## config.mk

```make
export PLATFORM = sky130hd
export DESIGN_NAME = rnd_draw_flat
export DESIGN_NICKNAME = d
export VERILOG_FILES = /design/src/rtl/rnd_draw_if.sv /design/src/rtl/rnd_draw.sv /design/src/flat_wrapper.sv
export SDC_FILE = /design/constraint.sdc
export NUM_CORES = 1
export LEC_CHECK = 0
export ABC_AREA = 1
export BUFFER_PORTS_ARGS = -buffer_cell sky130_fd_sc_hd__buf_2
export CORE_AREA = 2 2 73 75
export DETAILED_ROUTE_END_ITERATION = 6
export DIE_AREA = 0 0 75 77
export GPL_ROUTABILITY_DRIVEN = 0
export PLACE_DENSITY = 0.89
export RECOVER_POWER = 50
export SLEW_MARGIN = 10
export SYNTH_ARGS = -nofsm -noshare
export SYNTH_HDL_FRONTEND = slang
export SYNTH_SLANG_ARGS = --single-unit
```

## constraint.sdc

```tcl
create_clock -name clk_i -period 3.31 [get_ports clk_i]
set_input_delay 0.331 -clock clk_i [delete_from_list [all_inputs] [get_ports clk_i]]
set_output_delay 0.331 -clock clk_i [all_outputs]
set_load 0.01 [all_outputs]
```

## src/rtl/rnd_draw_if.sv

```systemverilog
// Request/response and LFSR control bundle for rnd_draw.
interface rnd_draw_if #(
  parameter int WIDTH = 16,
  parameter int OUT_W = 8
);
  logic             en_i;
  logic             seed_load_i;
  logic [WIDTH-1:0] seed_i;
  logic             req_i;
  logic [OUT_W-1:0] limit_i;
  logic             ready_o;
  logic             valid_o;
  logic [OUT_W-1:0] num_o;
  logic [WIDTH-1:0] state_o;

  modport master (
    output en_i, seed_load_i, seed_i, req_i, limit_i,
    input  ready_o, valid_o, num_o, state_o
  );

  modport slave (
    input  en_i, seed_load_i, seed_i, req_i, limit_i,
    output ready_o, valid_o, num_o, state_o
  );
endinterface

```

## src/rtl/rnd_draw.sv

```systemverilog
// Fibonacci LFSR with a req/valid bounded-draw engine (rejection sampling, fallback on last try).
// Optional: RND_ZERO_GUARD_EN replaces an all-zero seed/state with SEED so the LFSR cannot lock up.
module rnd_draw #(
  parameter int               WIDTH     = 16,
  parameter logic [WIDTH-1:0] TAPS      = 16'hB400,
  parameter logic [WIDTH-1:0] SEED      = 16'hACE1,
  parameter int               OUT_W     = 8,
  parameter int               MAX_TRIES = 8
) (
  input  logic       clk_i,
  input  logic       rst_ni,
  rnd_draw_if.slave  bus
);

  localparam int TRY_W = (MAX_TRIES > 1) ? $clog2(MAX_TRIES) : 1;

  typedef enum logic {IDLE, DRAW} st_t;

  st_t              st, st_nxt;
  logic [WIDTH-1:0] lfsr, lfsr_nxt, step, load;
  logic [OUT_W-1:0] limit_q, limit_nxt, mask_q, mask_nxt;
  logic [OUT_W-1:0] num_q, num_nxt, v;
  logic [TRY_W-1:0] try_q, try_nxt;
  logic             valid_q, valid_nxt, hit, last;

  // Smallest 2^k-1 covering x: every bit at or below the top set bit of x.
  function automatic logic [OUT_W-1:0] fill_mask(input logic [OUT_W-1:0] x);
    fill_mask = '0;
    for (int i = 0; i < OUT_W; i++) fill_mask[i] = |(x >> i);
  endfunction

  always_comb begin
    step = {lfsr[WIDTH-2:0], ^(lfsr & TAPS)};
    load = bus.seed_i;
`ifdef RND_ZERO_GUARD_EN
    if (lfsr == '0)       step = SEED;
    if (bus.seed_i == '0) load = SEED;
`endif
    lfsr_nxt = lfsr;
    if (bus.seed_load_i)                lfsr_nxt = load;
    else if (bus.en_i || st == DRAW)    lfsr_nxt = step;
  end

  always_comb begin
    st_nxt    = st;
    limit_nxt = limit_q;
    mask_nxt  = mask_q;
    try_nxt   = try_q;
    num_nxt   = num_q;
    valid_nxt = 1'b0;
    v         = lfsr[OUT_W-1:0] & mask_q;
    hit       = (limit_q == '0) || (v < limit_q);
    last      = (try_q == TRY_W'(MAX_TRIES - 1));
    case (st)
      IDLE: if (bus.req_i) begin
        limit_nxt = bus.limit_i;
        // limit 0 wraps to all ones, i.e. the full 2^OUT_W range
        mask_nxt  = fill_mask(bus.limit_i - OUT_W'(1));
        try_nxt   = '0;
        st_nxt    = DRAW;
      end
      DRAW: begin
        if (hit || last) begin
          // mask < 2*limit, so v - limit lands below limit on the fallback path
          num_nxt   = hit ? v : v - limit_q;
          valid_nxt = 1'b1;
          st_nxt    = IDLE;
        end else begin
          try_nxt = try_q + TRY_W'(1);
        end
      end
      default: st_nxt = IDLE;
    endcase
  end

  always_ff @(posedge clk_i or negedge rst_ni) begin
    if (!rst_ni) begin
      st      <= IDLE;
      lfsr    <= SEED;
      limit_q <= '0;
      mask_q  <= '0;
      try_q   <= '0;
      num_q   <= '0;
      valid_q <= 1'b0;
    end else begin
      st      <= st_nxt;
      lfsr    <= lfsr_nxt;
      limit_q <= limit_nxt;
      mask_q  <= mask_nxt;
      try_q   <= try_nxt;
      num_q   <= num_nxt;
      valid_q <= valid_nxt;
    end
  end

  assign bus.ready_o = (st == IDLE);
  assign bus.valid_o = valid_q;
  assign bus.num_o   = num_q;
  assign bus.state_o = lfsr;

endmodule

```

## src/flat_wrapper.sv

```systemverilog
// flat-port wrapper written by rule: the top's interface ports become plain ports
module rnd_draw_flat 
#(
  parameter int               WIDTH     = 16,
  parameter logic [WIDTH-1:0] TAPS      = 16'hB400,
  parameter logic [WIDTH-1:0] SEED      = 16'hACE1,
  parameter int               OUT_W     = 8,
  parameter int               MAX_TRIES = 8
)
  (clk_i, rst_ni, bus_en_i, bus_seed_load_i, bus_seed_i, bus_req_i, bus_limit_i, bus_ready_o, bus_valid_o, bus_num_o, bus_state_o);
  rnd_draw_if #(.WIDTH(WIDTH), .OUT_W(OUT_W)) bus_i ();
  input  logic clk_i;
  input  logic rst_ni;
  input wire logic [$bits(bus_i.en_i)-1:0] bus_en_i;
  input wire logic [$bits(bus_i.seed_load_i)-1:0] bus_seed_load_i;
  input wire logic [$bits(bus_i.seed_i)-1:0] bus_seed_i;
  input wire logic [$bits(bus_i.req_i)-1:0] bus_req_i;
  input wire logic [$bits(bus_i.limit_i)-1:0] bus_limit_i;
  output wire logic [$bits(bus_i.ready_o)-1:0] bus_ready_o;
  output wire logic [$bits(bus_i.valid_o)-1:0] bus_valid_o;
  output wire logic [$bits(bus_i.num_o)-1:0] bus_num_o;
  output wire logic [$bits(bus_i.state_o)-1:0] bus_state_o;
  assign bus_i.en_i = bus_en_i;
  assign bus_i.seed_load_i = bus_seed_load_i;
  assign bus_i.seed_i = bus_seed_i;
  assign bus_i.req_i = bus_req_i;
  assign bus_i.limit_i = bus_limit_i;
  assign bus_ready_o = bus_i.ready_o;
  assign bus_valid_o = bus_i.valid_o;
  assign bus_num_o = bus_i.num_o;
  assign bus_state_o = bus_i.state_o;
  rnd_draw #(.WIDTH(WIDTH), .TAPS(TAPS), .SEED(SEED), .OUT_W(OUT_W), .MAX_TRIES(MAX_TRIES)) u_core (.clk_i(clk_i), .rst_ni(rst_ni), .bus(bus_i));
endmodule
```

==> reports/results.tsv <==
stage	metric	value	unit
global_route	track_usage	25.1	%
timing	fin_hold_ws	239	ps
critical_path	critPathTopFamily	simple AND/OR/NAND/NOR gates	
critical_path	worstPathCellList	nand2_1, ha_1, inv_1, fa_1, nand2_1, nand2_2, nand3_2, nand2_4, nand2_4, inv_1, nand3_1, nand2_1, nand2_1	
clocking	hold_buffers	0	
critical_path	cp.arrival	2350	ps
timing	setup_viol	0	
timing	max_freq	0.465	GHz
timing	hold_violations	0	
critical_path	endpoint_kind	flop	
pwr	cell_internal_pwr	0.00144	W
timing	min_period	2150	ps
critical_path	critPathKind	reg -> reg	
pwr	pwr-share-clk	12.8	%
outcome	outcome	finished with violations	
route	vias_per_cell	5.05	
critical_path	path_common_cell	nand2_1	
timing	worst_clock_skew	7.67	ps
critical_path	crit_required	3520	ps
synth	synth.ff_latch_count	45	
route	avgRoutedWirePerCell	12.3	um
timing	period_share	64.9	%
finish	layout-drive-gt1-share	20.3	%
finish	multi_input_area	1430	um2
critical_path	cp_max_fo	11	
floorplan	ioPinCount	55	
timing	rsz0062_at_grt	no	
synth	syn_nets	443	
pwr	switching_share	48.2	%
finish	area_growth	13.0	%
critical_path	crit_buf_inv	2	
critical_path	critPathLaunchType	flop	
pwr	seq_power_share	32.2	%
clocking	clk_path_buf_depth	2	
synth	syn-instance-count	401	
timing	worstMarginPinSlew	2290	ps
critical_path	slowest_stage	dfstp_2	
global_route	grt_pass1_wl	11400	um
finish	fillers	425	
pwr	peakVddDrop	0.000472	V
synth	seq_area_frac_synth	39.1	%
synth	syn_avg_cell_area	7.25	um2
floorplan	die-area	5780	um2
clocking	insertion_delay	310	ps
floorplan	die_y	77	um
route	vias	2647	
clocking	cts_tree	yes	
clocking	numCtsBuffers	5	
finish	seq_area	1140	um2
route	ant_nets	0	
pwr	p_leak	1.83	nW
placement	place_area	3210	um2
route	met1_length	2660	um
synth	netlist-cell-type-count	37	
clocking	postCtsSetupRepairBufs	0	
route	firstDrtPassIters	5	
global_route	antenna_found_initial	0	
timing	slew_viol_final	46	
floorplan	die_width	75	um
timing	slew_headroom	-52.8	%
clocking	post_cts_resized	0	
timing	fin_setup_tns	0	ps
route	wl_met2	3180	um
finish	final_cell_area	3280	um2
critical_path	crit_path_max_incr_delay	570	ps
global_route	grt_max_degree	46	
floorplan	initial_utilization	58.4	%
global_route	first_global_vias	2618	
clocking	cts.clk_slew.worst_paths	90	ps
finish	antenna_cells	0	
route	wl_met3	437	um
synth	synth.yosys.warnings	0	
pwr	power.switching	0.00134	W
synth	netlist_area	2910	um2
route	routed_wl	6460	um
route	routed.top_layer	met4	
route	drtIter0Drc	182	
placement	dp_hpwl	5010	um
clocking	htreeDepth	2	
pwr	power_density	844	nW/um2
global_route	grt.overflow.total	0	
min_path	hp-class	in -> reg	
pwr	total_power	0.00277	W
clocking	cts.root.buffer_cell	clkbuf_8	
clocking	cts_sinks	45	
pwr	pwr-share-comb	55.0	%
finish	final_net_count	495	
floorplan	num_rows	26	
floorplan	core_area	4980	um2
outcome	failed_checks	max-capacitance violations, max-slew violations	
placement	port_buffers	54	
run	drv_cap	1	
route	drc	0	
synth_stat cells:
cell type | number | area share [%]
a21oi_1 | 4 | 0.69
a21oi_4 | 1 | 0.56
a31oi_1 | 1 | 0.22
buf_12 | 1 | 0.69
buf_2 | 3 | 0.52
buf_4 | 2 | 0.52
clkbuf_1 | 4 | 0.52
clkinv_1 | 1 | 0.13
dfrtp_1 | 37 | 32
dfstp_2 | 8 | 7.2
fa_1 | 1 | 0.69
ha_1 | 12 | 5.2
inv_1 | 66 | 8.5
inv_2 | 4 | 0.52
inv_4 | 1 | 0.22
nand2_1 | 137 | 18
nand2_2 | 8 | 1.7
nand2_4 | 3 | 1.2
nand3_1 | 18 | 3.1
nand3_2 | 4 | 1.4
nand3b_1 | 1 | 0.26
nand4_1 | 2 | 0.43
nand4_2 | 1 | 0.43
nand4_4 | 1 | 0.73
nor2_1 | 18 | 2.3
nor2_2 | 1 | 0.22
nor2_4 | 3 | 1.2
nor3_1 | 2 | 0.34
nor3_2 | 1 | 0.34
o21a_1 | 1 | 0.26
o21ai_0 | 32 | 5.5
o21ai_1 | 12 | 2.1
o21ai_2 | 3 | 0.90
o21bai_1 | 1 | 0.26
or2_2 | 1 | 0.22
or2_4 | 1 | 0.30
xnor2_1 | 4 | 1.2
logic make-up after synthesis:
group	synth area share, %
adders and majority gates	5.85
xor gates and xnor gates	1.20
AOI/OAI and AO/OA	10.5
and+or+nand+nor	31.8
DFF	39.1
buffers and inverters	11.6
state kept, by name, summed over array words and instances (netlist names):
register	count
u_core.bus.valid_o	1
u_core.mask_q	8
u_core.st	1
u_core.try_q	3
u_core.bus.num_o	8
u_core.limit_q	8
u_core.bus.state_o	16
power groups by stage:
stage / combinational (W) / sequential, W / clock [W]
floorplan: 0.00114 / 0.000920 / 0
global placement: 0.00146 / 0.000888 / 0
detailed placement: 0.00153 / 0.000900 / 0
CTS: 0.00153 / 0.000890 / 0.000359
global route: 0.00173 / 0.000919 / 0.000379
finish: 0.00152 / 0.000894 / 0.000354
placed cells by master (no fill, tap or decap), types with 2 or more instances in the layout:
cell        n
nor2_1     18
nand4_1     2
nor2_4      3
o21ai_1    12
o21ai_0    32
clkbuf_8    5
ha_1       12
inv_2       4
dfstp_2     8
dfrtp_1    37
xnor2_1     4
nand3_2     4
inv_1      66
nand3_1    18
o21ai_2     3
nand2_2     8
clkbuf_1   12
a21oi_1     4
nor3_1      2
nand2_1   137
nand2_4     3
buf_2      43
layout make-up:
cell class	instances	area share, %
clock buffers	5	2.10
clock inverters	3	0.762
inverters	72	8.30
multi-input cells	274	43.7
flip-flops and latches	45	34.6
well taps	70	2.67
repair buffers	55	7.92
layer usage:
layer,vias up,track usage [%]
met5,-,0
met4,0,8.39
met3,16,5.91
met2,100,40.8
met1,1193,32.6
li1,1338,-
through the flow:
step | utilization, % | std cells | setup slack (ps)
global placement | 64.5 | 516 | 1350
global route | 66.0 | 524 | 795
finish | 66.0 | 524 | 1160
detailed placement | 64.5 | 516 | 1200
CTS | 66.3 | 524 | 1170
floorplan | - | 401 | 1430
worst min-delay path, cell delays in order:
cell	delay, ps
buf_2	90
nor3_2	40
nand2_1	50
nand2_1	50
final timing paths:
path | start | cells after the start | slack [ps] | endpoint
worst max-delay path | u_core.bus.state_o[0]$_DFFE_PN1P_ | 13 | 1160 | u_core.bus.num_o[7]$_DFFE_PN0P_
max in group asynchronous | rst_ni | 1 | 1310 | u_core.limit_q[6]$_DFFE_PN0P_
worst min-delay path | bus_en_i | 4 | 240 | u_core.bus.state_o[15]$_DFFE_PN1P_
worst min register to register | u_core.bus.num_o[4]$_DFFE_PN0P_ | 2 | 480 | u_core.bus.num_o[4]$_DFFE_PN0P_
worst max register to register | u_core.bus.state_o[0]$_DFFE_PN1P_ | 13 | 1160 | u_core.bus.num_o[7]$_DFFE_PN0P_
min in group asynchronous | rst_ni | 1 | 700 | u_core.bus.state_o[8]$_DFFE_PN0P_
Note: power is estimated with default switching activity, not from simulation.
